==> config.mk <==
export PLATFORM = sky130hd
export DESIGN_NAME = lcd_rx_decoder
export DESIGN_NICKNAME = d
export VERILOG_FILES = /design/src/rtl/lcd_rx_decoder.sv
export SDC_FILE = /design/constraint.sdc
export NUM_CORES = 1
export LEC_CHECK = 0
export BUFFER_PORTS_ARGS = -buffer_cell sky130_fd_sc_hd__clkbuf_2
export CAP_MARGIN = 20
export CORE_UTILIZATION = 45
export DETAILED_ROUTE_END_ITERATION = 8
export SYNTH_ARGS = -nofsm -noshare
export SYNTH_HDL_FRONTEND = slang
export SYNTH_SLANG_ARGS = --single-unit
==> constraint.sdc <==
create_clock -name clk -period 4.3 [get_ports clk]
set_input_delay 0.215 -clock clk [delete_from_list [all_inputs] [get_ports clk]]
set_output_delay 0.215 -clock clk [all_outputs]
set_load 0.02 [all_outputs]
==> src/rtl/lcd_rx_decoder.sv <==
// Receiver for a character-LCD write bus: synchronizes the asynchronous pins, commits
// each transaction on the en falling edge and models a 32-cell display RAM plus controller state.
module lcd_rx_decoder #(
    parameter int CMD_CYC = 8,
    parameter int CLR_CYC = 32
) (
    input  logic       clk,
    input  logic       reset_n,
    input  logic       rs,
    input  logic       rw,
    input  logic       en,
    input  logic [7:0] dat,
    input  logic [4:0] rd_addr,
    output logic [7:0] rd_data,
    output logic [4:0] ac,
    output logic       disp_on,
    output logic       cursor_on,
    output logic       blink,
    output logic       incr,
    output logic       busy,
    output logic       cmd_stb,
    output logic       chr_stb,
    output logic       frame_done,
    output logic       err
);
    localparam int MAXC = (CLR_CYC > CMD_CYC) ? CLR_CYC : CMD_CYC;
    localparam int CW   = $clog2(MAXC) + 1;
    localparam logic [CW-1:0] CMD_LD  = CW'(CMD_CYC - 1);
    localparam logic [CW-1:0] CLR_LD  = CW'(CLR_CYC - 1);
    localparam logic [CW-1:0] CNT_ONE = CW'(1);

    typedef enum logic [1:0] {IDLE, BUSY, BUSY_CLR} state_t;

    state_t           state_q, state_d;
    logic [CW-1:0]    cnt_q, cnt_d;
    logic [1:0]       rs_sq, rw_sq;
    logic [2:0]       en_sq;
    logic [7:0]       dat_s1_q, dat_s2_q;
    logic             hrs_q, hrw_q;
    logic [7:0]       hdat_q;
    logic [31:0][7:0] cells_q, cells_d;
    logic [4:0]       ac_q, ac_d, step;
    logic             disp_q, disp_d, cur_q, cur_d, blink_q, blink_d;
    logic             incr_q, incr_d, err_q, err_d;
    logic             cmd_stb_q, cmd_stb_d, chr_stb_q, chr_stb_d, fd_q, fd_d;
    logic [7:0]       rd_data_q;
    logic             fall;

    always_ff @(posedge clk) begin
        if (!reset_n) begin
            rs_sq    <= '0;
            rw_sq    <= '0;
            en_sq    <= '0;
            dat_s1_q <= '0;
            dat_s2_q <= '0;
            hrs_q    <= 1'b0;
            hrw_q    <= 1'b0;
            hdat_q   <= '0;
        end else begin
            rs_sq    <= {rs_sq[0], rs};
            rw_sq    <= {rw_sq[0], rw};
            en_sq    <= {en_sq[1:0], en};
            dat_s1_q <= dat;
            dat_s2_q <= dat_s1_q;
            // Bus fields captured while en is still high, consumed at the fall.
            if (en_sq[1]) begin
                hrs_q  <= rs_sq[1];
                hrw_q  <= rw_sq[1];
                hdat_q <= dat_s2_q;
            end
        end
    end

    assign fall = en_sq[2] & ~en_sq[1];
    assign step = incr_q ? 5'd1 : 5'd31;

    always_comb begin
        state_d   = state_q;
        cnt_d     = cnt_q;
        cells_d   = cells_q;
        ac_d      = ac_q;
        disp_d    = disp_q;
        cur_d     = cur_q;
        blink_d   = blink_q;
        incr_d    = incr_q;
        err_d     = err_q;
        cmd_stb_d = 1'b0;
        chr_stb_d = 1'b0;
        fd_d      = 1'b0;

        if (state_q != IDLE) begin
            if (cnt_q == '0) state_d = IDLE;
            else             cnt_d   = cnt_q - CNT_ONE;
        end

        // A fall in the counter's final cycle still sees busy and is rejected.
        if (fall && !hrw_q) begin
            if (state_q != IDLE) begin
                err_d = 1'b1;
            end else if (hrs_q) begin
                cells_d[ac_q] = hdat_q;
                ac_d          = ac_q + step;
                chr_stb_d     = 1'b1;
                fd_d          = (ac_q == 5'd31);
                state_d       = BUSY;
                cnt_d         = CMD_LD;
            end else if (hdat_q != 8'h00) begin
                cmd_stb_d = 1'b1;
                state_d   = BUSY;
                cnt_d     = CMD_LD;
                if (hdat_q[7]) begin
                    ac_d = {hdat_q[6], hdat_q[3:0]};
                end else if (hdat_q[6]) begin
                    err_d = 1'b1;
                end else if (hdat_q[5]) begin
                    if (!hdat_q[4]) err_d = 1'b1;
                end else if (hdat_q[4]) begin
                    if (!hdat_q[3]) ac_d = hdat_q[2] ? ac_q + 5'd1 : ac_q - 5'd1;
                end else if (hdat_q[3]) begin
                    disp_d  = hdat_q[2];
                    cur_d   = hdat_q[1];
                    blink_d = hdat_q[0];
                end else if (hdat_q[2]) begin
                    incr_d = hdat_q[1];
                end else if (hdat_q[1]) begin
                    ac_d = 5'd0;
                end else begin
                    cells_d = {32{8'h20}};
                    ac_d    = 5'd0;
                    incr_d  = 1'b1;
                    state_d = BUSY_CLR;
                    cnt_d   = CLR_LD;
                end
            end
        end
    end

    always_ff @(posedge clk) begin
        if (!reset_n) begin
            state_q   <= IDLE;
            cnt_q     <= '0;
            cells_q   <= {32{8'h20}};
            ac_q      <= '0;
            disp_q    <= 1'b0;
            cur_q     <= 1'b0;
            blink_q   <= 1'b0;
            incr_q    <= 1'b1;
            err_q     <= 1'b0;
            cmd_stb_q <= 1'b0;
            chr_stb_q <= 1'b0;
            fd_q      <= 1'b0;
            rd_data_q <= 8'h20;
        end else begin
            state_q   <= state_d;
            cnt_q     <= cnt_d;
            cells_q   <= cells_d;
            ac_q      <= ac_d;
            disp_q    <= disp_d;
            cur_q     <= cur_d;
            blink_q   <= blink_d;
            incr_q    <= incr_d;
            err_q     <= err_d;
            cmd_stb_q <= cmd_stb_d;
            chr_stb_q <= chr_stb_d;
            fd_q      <= fd_d;
            rd_data_q <= cells_q[rd_addr];
        end
    end

    assign rd_data    = rd_data_q;
    assign ac         = ac_q;
    assign disp_on    = disp_q;
    assign cursor_on  = cur_q;
    assign blink      = blink_q;
    assign incr       = incr_q;
    assign busy       = (state_q != IDLE);
    assign cmd_stb    = cmd_stb_q;
    assign chr_stb    = chr_stb_q;
    assign frame_done = fd_q;
    assign err        = err_q;

endmodule

-- After elaboration in Yosys (flattened, before gate mapping)
Cells that the tools add are included.
- bits in registers: 318
- input bits: 18
- output and inout port bits: 22
- logic and storage cells: 165
- add/subtract/negate cells: 4
- order comparisons: 3
- equal/unequal tests: 16
- multiplexer cells: 62
- bitwise gates (word level): 11
- reductions and logical operators: 17
- operators by type and width (kind ; count):
    $mux 256 ; 9
    $bwmux 256 ; 1
    $mux 5 ; 18
    $bmux 8 s5 ; 1
    $demux 8 s5 ; 1
    $mux 6 ; 6
    $mux 2 ; 13
    $reduce_and 10->1 ; 2
    $ne 2x2->1 const B ; 9
    $mux 8 ; 2
    $lt 5x6->1 const B ; 2
    $ne 3x2->1 const B ; 4
    $mux 1 ; 11
    $not 1->1 ; 10
    $reduce_and 9->1 ; 1
    $reduce_bool 8->1 ; 1
    $reduce_or 4->1 ; 2
    $reduce_and 7->1 ; 1
    $logic_not 6->1 ; 1
    $reduce_and 6->1 ; 1
    $reduce_bool 2->1 ; 3
    $sub 6x1->6 const B ; 1
    $add 5x1->5 const B ; 1
    $add 5x5->5 ; 1
    10 further kinds ; 11

-- Logic depth before layout (Yosys ltp)
Gate-level depths: netlist of run 1.
- depth after elaboration: 11
- gate-level depth with buffers: 8
- gate-level depth less buffers: 7

-- Least setup slack after synthesis of run 1
Ideal clock, no wire load.
- kind: register -> register
- start: reg hdat_q[7]
- end: reg ac_q[2] (netlist: ac[2])
- library setup time: 0.116 ns
- arrival: 1.857 ns
- data required time: 4.184 ns
- slack: 2.327 ns
- cell stages (with the launch flop): 7
- buffers on the path: 2
- clock period less this slack: 1.973 ns
- cells stage by stage: dfxtp_1 buf_6 or4_4 or3_4 o211a_1 buf_6 o211a_1
- word-level cells in the longest chain between the ends: 3
- elaborated cells between the ends (all ways): 10
- classes of those cells: eq/ne: 4; mux: 3; reduce/logical: 3
- ends and longest elaborated chain (element ; RTL line ; RTL):
    from (decl) ; 40 ; logic [7:0] hdat_q;
    from (signal assigned) ; 69 ; hdat_q <= dat_s2_q;
    $reduce_bool 8->1 or $mux 5 (tied branches) ; 107, 111 ;
    $reduce_bool 2->1 (no source line) or $mux 5 (tied branches) ; n/a ;
    $reduce_and 7->1 (no source line) or $mux 5 (tied branches) ; n/a ;
    to (signal assigned) ; 143 ; ac_q <= '0;
    to (signal assigned) ; 157 ; ac_q <= ac_d;
    to (decl) ; 42 ; logic [4:0] ac_q, ac_d, step;
Parallel ways exist; a longest one is shown, timed or not. The select of a mux whose other input is x is not followed.
A chain may end at the register's enable or synchronous reset.

-- Final worst setup path of run 1
- start: reg en_sq[1]
- end: reg cells_q[45] (netlist name)
- word-level cells in the longest chain between the ends: 4
- ends and longest elaborated chain (element ; RTL line ; RTL):
    from (decl) ; 37 ; logic [2:0] en_sq;
    from (signal assigned) ; 62 ; en_sq <= {en_sq[1:0], en};
    $not 1->1 ; 74 ; assign fall = en_sq[2] & ~en_sq[1];
    $and 1x1->1 ; 74 ;
    $logic_and 1x1->1 ; 97 ; if (fall && !hrw_q) begin
    $reduce_and 10->1 (no source line) ; n/a ;
    to (signal assigned) ; 142 ; cells_q <= {32{8'h20}};
    to (signal assigned) ; 156 ; cells_q <= cells_d;
    to (decl) ; 41 ; logic [31:0][7:0] cells_q, cells_d;
No other way between the ends.

==> metrics.sh, run 1 <==
VDD_IR_DROP_MAX_mV=0.400
NUM_ROWS=61
HOLD_START='rd_addr[4]'
FLOORPLAN.DIE_AREA_SQ_UM=29500
MAXIMUM_NUMBER_OF_PINS_ON_ONE_NET_BEFORE_GLOBAL_ROUTE_REPAIR=38
SYNTHDOMINANTCELLAREASHARE=0.491
CTS.ROOT.BUFFER_CELL='sky130_fd_sc_hd__clkbuf_16'
WORST_PIN_SLEW_NS=1.06
BUFFER_PORTS.INSERTED=39
CP_DATA_ARRIVAL_TIME_NS=3.13
PLACED_CELL_AREA_SQ_UM=13500
CP.REQUIRED_NS=4.67
CRITICAL_PATH.REG2REG.STARTPOINT='en_sq[1]'
ROUTED_WIRELENGTH_UM=35400
AREA_GROWTH_PCT=14.1
SYNTH_AREA_LEADERS='sky130_fd_sc_hd__dfxtp_1 49%, sky130_fd_sc_hd__o2bb2ai_1 15%, sky130_fd_sc_hd__mux4_2 11%'
CTS-ROOT-TO-SINK-BUFFERS=3
DRT-WIRELENGTH-PER-CELL_UM=22.8
SETUP_REPAIR_BUFS_AFTER_CTS=0
DP_WORST_SETUP_SLACK_NS=1.53
WORST_SKEW_PAIR.LATE_LATENCY_NS=0.51
SLEW_VIOLATIONS=0
CTSHOLDBUFFERS=11
POST_ROUTE_FRACTION_OF_THE_PERIOD_CONSUMED_BY_THE_CRITICAL_PATH=0.643
SETUP_VIOLATORS_FINAL=0
SYNTH_TOP_CELL_BY_AREA='sky130_fd_sc_hd__dfxtp_1'
CLOCK-SKEW-FINAL_NS=0.0131
FINAL.HOLD.WORST_SLACK_NS=0.188
WORSTREG2REGEND='cells_q[45]'
SYNTH_WARNINGS=0
PWR_DENSITY_CELL_nW_PER_UM2=422
HOLDPATHSTAGES=2
CTS-HTREE-LEVELS=2
ANTENNADIODECOUNT=0
SYN_INST=1119
MULTI_INPUT_AREA_SQ_UM=6110
POSTSYNTH.TOPFLOPCELL='sky130_fd_sc_hd__dfxtp_1'
GRT_ANTENNA_BEFORE_REPAIR=1
YS_SEQ_AREA_FRAC=0.491
NUM-NETS-FINAL=1175
FP.DIEW_UM=172
POSTSYNTHNETCOUNT=1147
GRT_PASS1_WL_UM=55900
PROPORTION_OF_LAYOUT_CELLS_WITH_A_DRIVE_SUFFIX_ABOVE_1=0.184
VIAS_IN_THE_FIRST_GLOBAL_ROUTE=9338
SYN_AREA_SQ_UM=13000
FINALHOLDVIOLCOUNT=0
GLOBALROUTE.TOTALOVERFLOW=0
WORSTHOLDPATHTYPE='in2reg'
FILLER_CELLS_INSERTED=2502
YS_ASYNC_SR_FRACTION=0
REMAINING_DRC_ERRORS=0
POWER_uW=6250
CRIT_TYPE='reg2reg'
MAX_SLEW_MARGIN=0.294
CTS_INSERTED_BUFFERS=36
TIMING.CRITICAL_PATH.FANOUT_MAX=17
FIRST_PASS_ITERS=5
BOUNDARYPINS=40
CTS.CLK_SLEW.WORST_PATHS_NS=0.06
MIN_DELAY_WORST_ENDPOINT='rd_data[6]'
FINALWEIGHTEDCONGESTION=0.836
NUMBER_OF_SYNTHESIZED_FLOPS_WITH_AN_ENABLE_PIN=0
POST_ROUTE_CELL_AREA_SQ_UM=14800
FIN_SETUP_TNS_NS=0
VIA_COUNT=9392
CLOCK.FMAX_GHz=0.362
DIE_Y_UM=172
WORST_PATH_SETUP_SLACK_AFTER_ROUTING_NS=1.53
FLOORPLAN.INITIALDENSITY=0.462
NUMBER_OF_DISTINCT_LIBRARY_CELLS_AFTER_SYNTHESIS=56
TIMING.FINAL.CRIT_PERIOD_NS=2.77
AREA_OF_THE_CORE_SQ_UM=28100
SETUP.WORST_PATH.END_CLASS='register'
GRT_UTIL_ALL_LAYERS=0.249
SEQ_AREA_SQ_UM=6370
AVGSYNTHCELLAREA_SQ_UM=11.6
TRITONCTS='done'
DP.FINAL_HPWL_UM=23000
POSTCTSRESIZEDCELLS=0
CRITICAL_PATH.STARTPOINT_TYPE='register'
CLOCK_SINKS=318
P_LEAK_uW=0.00560
RR_WORST_DEPTH=6
VIA_PER_INST=6.06
TIMING.MAX_CAP.VIOLATIONS=0
WORST-R2R-SETUP-SLACK_NS=1.53
RSZ_0062_RAISED_AFTER_GLOBAL_ROUTING='false'
DETAIL_ROUTE.ITER0.VIOLATIONS=703
ANT_NETS=0
RUN_STATUS='finished, final reports clean'
SYNTH-SEQ-CELLS=318
## kinds of logic (layout without fill, tap and decap cells)
kind of cell / Yosys count / in the layout / share of synthesized area
buffers and inverters: 122 / 176 / 0.0388
xor gates and xnor gates: 8 / 8 / 0.00540
DFF: 318 / 318 / 0.491
muxes: 105 / 105 / 0.143
adders and majority gates: 10 / 10 / 0.0108
AOI/OAI and AO/OA: 391 / 391 / 0.246
and+or+nand+nor: 165 / 165 / 0.0652
## worst max path at each step
stage / cells after the start / startpoint / slack, ns / end
detailed placement: 6 / en_sq[1] / 1.53 / cells_q[160]
floorplan: 6 / hdat_q[7] / 2.33 / ac[2]
CTS: 6 / en_sq[1] / 1.54 / cells_q[184]
finish: 6 / en_sq[1] / 1.53 / cells_q[45]
global placement: 5 / en_sq[1] / 1.58 / cells_q[95]
global route: 6 / en_sq[1] / 1.38 / cells_q[168]
## critical path, cell delays in order (launching register included)
cell and delay, ns:
sky130_fd_sc_hd__dfxtp_1 0.50, sky130_fd_sc_hd__or3b_2 0.61, sky130_fd_sc_hd__nor2_4 0.10, sky130_fd_sc_hd__and2_1 0.34, sky130_fd_sc_hd__nand2b_1 0.50, sky130_fd_sc_hd__buf_4 0.39, sky130_fd_sc_hd__a2bb2oi_1 0.16
## routing by layer
| layer | share of wire | global-route usage | vias up | wire, um |
|---|---|---|---|---|
| li1 | - | - | 4377 | - |
| met1 | 0.48 | 0.352 | 4728 | 16800 |
| met2 | 0.45 | 0.387 | 229 | 15900 |
| met3 | 0.051 | 0.0437 | 56 | 1800 |
| met4 | 0.025 | 0.0770 | 2 | 886 |
| met5 | 0.00037 | 0 | - | 13 |
## report_power, final
part / total [uW] / internal, uW / switching [uW]
logic: 243 / 81.4 / 162
registers: 2970 / 2960 / 10.3
clock network: 3030 / 1830 / 1200
total: 6250 / 4880 / 1370
## cell type report
class | instances | share of cell area
clock buffer | 50 | 0.0713
clock inverter | 14 | 0.00862
inverter | 44 | 0.0112
multi-input combinational | 679 | 0.413
sequential | 318 | 0.430
tap | 378 | 0.0320
timing repair buffer | 68 | 0.0342
## state kept, by name, indices dropped and copies added (netlist names), 3 cells and up
| register | cells |
|---|---|
| hdat_q | 8 |
| cells_q | 256 |
| en_sq | 3 |
| ac | 5 |
| rd_data | 8 |
| dat_s1_q | 8 |
| cnt_q | 6 |
| dat_s2_q | 8 |
## metrics by stage
stage	util	cells
2_1_floorplan	-	1119
3_3_place_gp	0.479	1474
3_5_place_dp	0.481	1476
4_1_cts	0.527	1551
5_1_grt	0.527	1551
6_report	0.527	1551
## cells in the mapped netlist, types with 7 or more instances
cell type	instances
sky130_fd_sc_hd__a21o_1	35
sky130_fd_sc_hd__dfxtp_1	318
sky130_fd_sc_hd__a21oi_1	38
sky130_fd_sc_hd__mux2_2	7
sky130_fd_sc_hd__clkbuf_1	48
sky130_fd_sc_hd__buf_2	21
sky130_fd_sc_hd__ha_1	8
sky130_fd_sc_hd__nor3_1	10
sky130_fd_sc_hd__mux4_2	64
sky130_fd_sc_hd__and2_1	29
sky130_fd_sc_hd__mux2i_1	34
sky130_fd_sc_hd__o21ai_0	8
sky130_fd_sc_hd__inv_1	43
sky130_fd_sc_hd__nand3_1	15
sky130_fd_sc_hd__o2bb2ai_1	224
sky130_fd_sc_hd__a21oi_2	20
sky130_fd_sc_hd__nor2_1	34
sky130_fd_sc_hd__nand2_1	45
sky130_fd_sc_hd__xnor2_1	7
sky130_fd_sc_hd__nor2b_1	8
sky130_fd_sc_hd__a2bb2oi_1	33
## layout by cell type, fill, tap and decap left out, drive strengths merged, types with 5 or more instances in the layout
cell / n
nand3: 15
and2: 29
a2bb2oi: 33
o21ai: 9
dlygate4sd3: 11
clkinv: 9
nor3: 10
inv: 44
xnor2: 7
clkbuf: 87
o22ai: 5
mux2i: 34
a21o: 35
mux2: 7
nor2b: 8
nor2: 34
a31oi: 5
nand2: 45
buf: 20
a21oi: 58
o2bb2ai: 224
a211o: 5
mux4: 64
ha: 8
dfxtp: 318
(Power assumes the default switching activity.)
==> run 2, diff against run 1 <==
==> constraint.sdc (replaced) <==
create_clock -name clk -period 2.8 [get_ports clk]
set_input_delay 0.14 -clock clk [delete_from_list [all_inputs] [get_ports clk]]
set_output_delay 0.14 -clock clk [all_outputs]
set_load 0.02 [all_outputs]
==> metrics.sh, run 2 (synthesized netlist as in run 1, its figures left out) <==
VIA_PER_INST=6.01
CTS-ROOT-TO-SINK-BUFFERS=3
CTS_INSERTED_BUFFERS=34
GRT_UTIL_ALL_LAYERS=0.252
CLOCK.FMAX_GHz=0.436
CRIT_PATH_CELL_TRACE='or4_4, nor4_4, buf_4, a21o_1, a21oi_1, o2bb2ai_1'
MIN_DELAY_WORST_ENDPOINT='rd_data[6]'
DP.FINAL_HPWL_UM=23300
CRITICAL_PATH.REG2REG.STARTPOINT='hdat_q[7]'
POSTCTSRESIZEDCELLS=0
BUFFER_PORTS.INSERTED=39
HOLDPATHSTAGES=2
VIAS_IN_THE_FIRST_GLOBAL_ROUTE=9359
WORSTREG2REGEND='cells_q[204]'
FINALHOLDVIOLCOUNT=0
VIA_COUNT=9428
WORST_PIN_SLEW_NS=0.890
RUN_STATUS='finished, final reports clean'
ANT_NETS=0
TIMING.MAX_CAP.VIOLATIONS=0
PWR_DENSITY_CELL_nW_PER_UM2=627
CRITICAL_PATH.STARTPOINT_TYPE='register'
PROPORTION_OF_LAYOUT_CELLS_WITH_A_DRIVE_SUFFIX_ABOVE_1=0.197
FINALWEIGHTEDCONGESTION=0.834
WORST_SKEW_PAIR.LATE_LATENCY_NS=0.52
CLOCK_SINKS=318
P_LEAK_uW=0.00567
FINAL_CELL_COUNT_NO_FILL=1570
LEADING_CELL_TYPE_IN_THE_LAYOUT_FILL_AND_TAPS_EXCLUDED='sky130_fd_sc_hd__dfxtp_1'
POWER_uW=9320
SETUP.WORST_PATH.END_CLASS='register'
WORST-R2R-SETUP-SLACK_NS=0.50
GRT_ANTENNA_BEFORE_REPAIR=0
CP_DATA_ARRIVAL_TIME_NS=2.68
FLOORPLAN.INITIALDENSITY=0.462
DP.CELLS=1503
WORST_SETUP_PATH_STARTPOINT='hdat_q[7]'
CLOCK-SKEW-FINAL_NS=0.0209
BOUNDARYPINS=40
RR_WORST_DEPTH=6
GLOBALROUTE.TOTALOVERFLOW=0
CTS.CLK_SLEW.WORST_PATHS_NS=0.06
FIRST_PASS_ITERS=5
CRIT_TYPE='reg2reg'
ROUTED_WIRELENGTH_UM=36000
FP.DIEW_UM=172
MAXIMUM_NUMBER_OF_PINS_ON_ONE_NET_BEFORE_GLOBAL_ROUTE_REPAIR=50
SLEW_VIOLATIONS=0
TIMING.CRITICAL_PATH.FANOUT_MAX=32
AREA_OF_THE_CORE_SQ_UM=28100
HOLD_START='rd_addr[4]'
CRITICAL_PATH.TOP_DELAY_FAMILY='simple AND/OR/NAND/NOR gates'
GRT_PASS1_WL_UM=56200
MOST-COMMON-LAYOUT-CELLS='318 x sky130_fd_sc_hd__dfxtp_1, 224 x sky130_fd_sc_hd__o2bb2ai_1, 64 x sky130_fd_sc_hd__mux4_2'
ANTENNADIODECOUNT=0
VDD_IR_DROP_MAX_mV=0.466
DIE_Y_UM=172
TRITONCTS='done'
REMAINING_DRC_ERRORS=0
LARGEST_REGISTER='cells_q'
NUM-NETS-FINAL=1200
DETAIL_ROUTE.ITER0.VIOLATIONS=750
FIN_SETUP_TNS_NS=0
CTS-HTREE-LEVELS=2
TIMING.FINAL.CRIT_PERIOD_NS=2.30
SETUP_VIOLATORS_FINAL=0
NUM_ROWS=61
CRIT_PATH_TOP_DELAY_CELL='sky130_fd_sc_hd__or4_4'
AREA_GROWTH_PCT=14.6
MAX_FFS_PER_REGISTER=256
CP.REQUIRED_NS=3.18
MAX_SLEW_MARGIN=0.407
TIMING.CRITICAL_PATH.SLOWEST_CELL_DELAY_NS=0.61
FINAL_CORE_UTIL=0.529
CRITICAL_PATH_BUF_INV_COUNT=1
FLOORPLAN.DIE_AREA_SQ_UM=29500
POST_ROUTE_FRACTION_OF_THE_PERIOD_CONSUMED_BY_THE_CRITICAL_PATH=0.820
CTS.ROOT.BUFFER_CELL='sky130_fd_sc_hd__clkbuf_16'
DRT-WIRELENGTH-PER-CELL_UM=23.0
RSZ_0062_RAISED_AFTER_GLOBAL_ROUTING='false'
WORSTHOLDPATHTYPE='in2reg'
==> run 2: routing by layer <==
layer / vias to the layer above / track usage / share of wire
li1: 4410 / - / -
met1: 4687 / 0.364 / 0.48
met2: 262 / 0.387 / 0.44
met3: 69 / 0.0357 / 0.053
met4: 0 / 0.0835 / 0.028
met5: - / 0 / 0
==> run 2: what timing repair did <==
| item | in CTS | in global routing |
|---|---|---|
| hold buffers | 11 | 0 |
| setup buffers | 0 | 0 |
| endpoints found under the hold margin | 11 | 0 |
==> run 2: area by class of cell <==
class / instances / area (sq um)
Clock buffer: 43 / 936
Clock inverter: 13 / 130
Fill cell: 2521 / 13200
Inverter: 44 / 165
Multi-Input combinational cell: 679 / 6110
Sequential cell: 318 / 6370
Tap cell: 378 / 473
Timing Repair Buffer: 95 / 681
==> run 2: worst max-delay path by stage <==
stage              endpoint  slack [ns]  cells past startpoint
2_1_floorplan         ac[2]        0.83                      6
3_3_place_gp   cells_q[202]        0.59                      6
3_5_place_dp   cells_q[191]        0.53                      6
4_1_cts        cells_q[191]        0.53                      6
5_1_grt        cells_q[205]        0.39                      6
6_report       cells_q[204]        0.50                      6
==> run 2: worst register-to-register path, stage by stage (launching register included) <==
cell	delay, ns
sky130_fd_sc_hd__dfxtp_1	0.40
sky130_fd_sc_hd__or4_4	0.61
sky130_fd_sc_hd__nor4_4	0.14
sky130_fd_sc_hd__buf_4	0.38
sky130_fd_sc_hd__a21o_1	0.14
sky130_fd_sc_hd__a21oi_1	0.26
sky130_fd_sc_hd__o2bb2ai_1	0.22
==> run 2: where the power goes <==
group          internal, uW  switching [uW]
Sequential             4550            12.6
Clock                  2550            1820
Combinational           135             242
==> run 2: stage by stage <==
step	hold WS (ns)	area, sq um	setup WS, ns
3_5_place_dp	0.351	13700	0.532
6_report	0.0679	14900	0.505
4_1_cts	0.0598	14900	0.534
5_1_grt	0.0959	14900	0.387
2_1_floorplan	0.267	13000	0.827
3_3_place_gp	0.348	13700	0.585
==> run 3, diff against run 2 <==
--- a/config.mk
+++ b/config.mk
@@ -5,6 +5,7 @@
 export SDC_FILE = /design/constraint.sdc
 export NUM_CORES = 1
 export LEC_CHECK = 0
+export ABC_AREA = 1
 export BUFFER_PORTS_ARGS = -buffer_cell sky130_fd_sc_hd__clkbuf_2
 export CAP_MARGIN = 20
 export CORE_UTILIZATION = 45
==> constraint.sdc (replaced) <==
create_clock -name clk -period 2 [get_ports clk]
set_input_delay 0.1 -clock clk [delete_from_list [all_inputs] [get_ports clk]]
set_output_delay 0.1 -clock clk [all_outputs]
set_load 0.02 [all_outputs]
==> metrics.sh, run 3 <==
RUN_STATUS='finished, final reports clean'
HOLD_START='rd_addr[4]'
GRT_PASS1_WL_UM=69100
TIMING.FINAL.CRIT_PERIOD_NS=1.91
BUFFER_PORTS.INSERTED=39
NUMBER_OF_SYNTHESIZED_FLOPS_WITH_AN_ENABLE_PIN=0
YOSYSMOSTFREQUENTCELL='sky130_fd_sc_hd__nand2_1'
REMAINING_DRC_ERRORS=0
PROPORTION_OF_LAYOUT_CELLS_WITH_A_DRIVE_SUFFIX_ABOVE_1=0.0908
AVGSYNTHCELLAREA_SQ_UM=6.74
GRT_UTIL_ALL_LAYERS=0.258
GRT_ANTENNA_BEFORE_REPAIR=1
POSTSYNTHNETCOUNT=2193
YS_SEQ_AREA_FRAC=0.436
NUM_ROWS=65
POST_ROUTE_FRACTION_OF_THE_PERIOD_CONSUMED_BY_THE_CRITICAL_PATH=0.954
CLOCK.FMAX_GHz=0.524
DIE_Y_UM=182
WORST-R2R-SETUP-SLACK_NS=0.09
FINALWEIGHTEDCONGESTION=0.857
MAX_FFS_PER_REGISTER=256
NUMBER_OF_DISTINCT_LIBRARY_CELLS_AFTER_SYNTHESIS=36
SWSHARE=0.240
CLOCK_SINKS=318
FP.DIEW_UM=182
SYNTHDOMINANTCELLAREASHARE=0.436
TRITONCTS='done'
FLOORPLAN.DIE_AREA_SQ_UM=33200
TIMING.MAX_CAP.VIOLATIONS=0
P_INT_uW=10500
P_LEAK_uW=0.00641
RSZ_0062_RAISED_AFTER_GLOBAL_ROUTING='true'
SYN_AREA_SQ_UM=14600
ROUTED_WIRELENGTH_UM=43000
LEADING_CELL_TYPE_IN_THE_LAYOUT_FILL_AND_TAPS_EXCLUDED='sky130_fd_sc_hd__nand2_1'
SETUP.WORST_PATH.END_CLASS='register'
POSTSYNTH.TOPFLOPCELL='sky130_fd_sc_hd__dfxtp_1'
TIMING.CRITICAL_PATH.FANOUT_MAX=9
WORSTREG2REGEND='cells_q[69]'
CLOCK-SKEW-FINAL_NS=0.0188
SYNTH-SEQ-CELLS=318
SYNTH_COMMONEST_CELLS='879 x sky130_fd_sc_hd__nand2_1, 318 x sky130_fd_sc_hd__dfxtp_1, 254 x sky130_fd_sc_hd__a21oi_1'
CTS.CLK_SLEW.WORST_PATHS_NS=0.06
CTS-HTREE-LEVELS=2
HOLDPATHSTAGES=4
LARGEST_REGISTER='cells_q'
CTS-ROOT-TO-SINK-BUFFERS=3
PORTION_OF_TOTAL_POWER_ATTRIBUTED_TO_COMBINATIONAL_LOGIC=0.068
WORST_SKEW_PAIR.LATE_LATENCY_NS=0.53
MAX_SLEW_MARGIN=0.512
CP.REQUIRED_NS=2.37
CRITICAL_PATH.STARTPOINT_TYPE='register'
AREA_OF_THE_CORE_SQ_UM=31700
MAXIMUM_NUMBER_OF_PINS_ON_ONE_NET_BEFORE_GLOBAL_ROUTE_REPAIR=82
CP_DATA_ARRIVAL_TIME_NS=2.28
ANTENNADIODECOUNT=0
SYN_INST=2165
DP.FINAL_HPWL_UM=26800
SYNTH_AREA_LEADERS='sky130_fd_sc_hd__dfxtp_1 44%, sky130_fd_sc_hd__nand2_1 23%, sky130_fd_sc_hd__a21oi_1 8.7%'
NUM-NETS-FINAL=2204
YS_ASYNC_SR_FRACTION=0
CRIT_TYPE='reg2reg'
POWER_uW=13900
DP_WORST_SETUP_SLACK_NS=0.104
FINALHOLDVIOLCOUNT=0
VIA_COUNT=13900
SHARE_OF_TOTAL_POWER_IN_SEQUENTIAL_CELLS=0.463
CLKPWRFRAC=0.469
CTS.ROOT.BUFFER_CELL='sky130_fd_sc_hd__clkbuf_16'
FLOORPLAN.INITIALDENSITY=0.460
VIA_PER_INST=5.35
MOST-COMMON-LAYOUT-CELLS='878 x sky130_fd_sc_hd__nand2_1, 316 x sky130_fd_sc_hd__dfxtp_1, 254 x sky130_fd_sc_hd__a21oi_1'
WORSTHOLDPATHTYPE='in2reg'
WORST_PIN_SLEW_NS=0.731
VDD_IR_DROP_MAX_mV=0.631
AREA_GROWTH_PCT=13.8
SETUP_REPAIR_BUFS_AFTER_CTS=0
SYNTH_TOP_CELL_BY_AREA='sky130_fd_sc_hd__dfxtp_1'
TOTAL_SWITCHING_POWER_uW=3330
WORST_PATH_SETUP_SLACK_AFTER_ROUTING_NS=0.0917
SLEW_VIOLATIONS=0
RR_WORST_DEPTH=5
DETAIL_ROUTE.ITER0.VIOLATIONS=1169
CRITICAL_PATH.REG2REG.STARTPOINT='ac[3]'
BOUNDARYPINS=40
SETUP_VIOLATORS_FINAL=0
FIRST_PASS_ITERS=5
VIAS_IN_THE_FIRST_GLOBAL_ROUTE=12700
DRT-WIRELENGTH-PER-CELL_UM=16.5
MIN_DELAY_WORST_ENDPOINT='rd_data[2]'
PWR_DENSITY_CELL_nW_PER_UM2=835
SYNTH_WARNINGS=0
CTS_INSERTED_BUFFERS=36
ANT_NETS=0
GLOBALROUTE.TOTALOVERFLOW=0
run 3: cell count changes after synthesis, moves of 20 or more:
| cell | previous run | this run |
|---|---|---|
| sky130_fd_sc_hd__nand2_1 | 45 | 879 |
| sky130_fd_sc_hd__nand3_1 | 15 | 253 |
| sky130_fd_sc_hd__o2bb2ai_1 | 224 | 0 |
| sky130_fd_sc_hd__a21oi_1 | 38 | 254 |
| sky130_fd_sc_hd__nor2_1 | 34 | 108 |
| sky130_fd_sc_hd__o21ai_0 | 8 | 73 |
| sky130_fd_sc_hd__mux4_2 | 64 | 0 |
| sky130_fd_sc_hd__a21o_1 | 35 | 0 |
| sky130_fd_sc_hd__mux2i_1 | 34 | 0 |
| sky130_fd_sc_hd__a2bb2oi_1 | 33 | 0 |
| sky130_fd_sc_hd__and2_1 | 29 | 0 |
| sky130_fd_sc_hd__inv_1 | 43 | 70 |
| sky130_fd_sc_hd__clkbuf_1 | 48 | 74 |
| sky130_fd_sc_hd__a21oi_2 | 20 | 0 |
run 3: logic make-up after synthesis:
logic type	Yosys count	share of synthesized area
AND/OR/NAND/NOR	1291	0.370
AO/OA/AOI/OAI	334	0.116
flip-flops	318	0.436
buffers and inverters	204	0.0636
adder cells (fa/ha/maj)	10	0.00960
XOR/XNOR	8	0.00480
run 3: worst max path at each step:
stage / from / end / cells past startpoint
final: ac[3] / cells_q[69] / 5
after global routing: ac[3] / cells_q[71] / 5
after CTS: ac[3] / cells_q[69] / 5
after detailed placement: ac[3] / cells_q[71] / 5
after global placement: ac[3] / cells_q[65] / 5
after floorplan: ac[0] / ac[4] / 8
run 3: power groups by stage:
stage | logic, uW | clock network (uW) | registers, uW
after CTS | 931 | 6630 | 6420
after global placement | 908 | 0 | 6560
final | 940 | 6500 | 6420
after global routing | 1030 | 6900 | 6430
after floorplan | 591 | 0 | 6570
after detailed placement | 910 | 0 | 6560
run 3: final cells by class:
class / instances / area (sq um)
clock buffers: 55 / 1080
repair buffers: 103 / 971
flip-flops and latches: 318 / 6370
clock inverters: 10 / 85.1
inverters: 74 / 284
well taps: 402 / 503
fillers: 3153 / 15100
multi-input cells: 1643 / 7310
run 3: metal layers:
layer | track usage | up-vias | share of wire
met5 | 0 | - | 0.00030
met4 | 0.0733 | 2 | 0.023
met3 | 0.0401 | 66 | 0.067
met2 | 0.408 | 459 | 0.45
met1 | 0.364 | 6431 | 0.46
li1 | - | 6989 | -
run 3: worst max-delay path: stages (launching register included):
cell and delay (ns):
sky130_fd_sc_hd__dfxtp_1 0.55, sky130_fd_sc_hd__nand3_1 0.40, sky130_fd_sc_hd__o21ai_0 0.51, sky130_fd_sc_hd__nand2_4 0.15, sky130_fd_sc_hd__nand2_1 0.08, sky130_fd_sc_hd__nand3_1 0.07
run 3: what timing repair did:
item                                    4_1_cts  5_1_grt
hold buffers                                 12        0
endpoints found under the setup margin        0       61
endpoints found under the hold margin        20        0
resized for setup                             0        9
run 3: stage by stage:
stage               instances  instance area, sq um  TNS, ns  hold slack, ns   util
floorplan                2165                 14600        0           0.198      -
global placement         2528                 15300        0           0.282  0.483
detailed placement       2528                 15300        0           0.287  0.483
CTS                      2605                 16600        0         0.00750  0.523
global route             2605                 16600    -1.50          0.0471  0.524
finish                   2605                 16600        0          0.0389  0.524
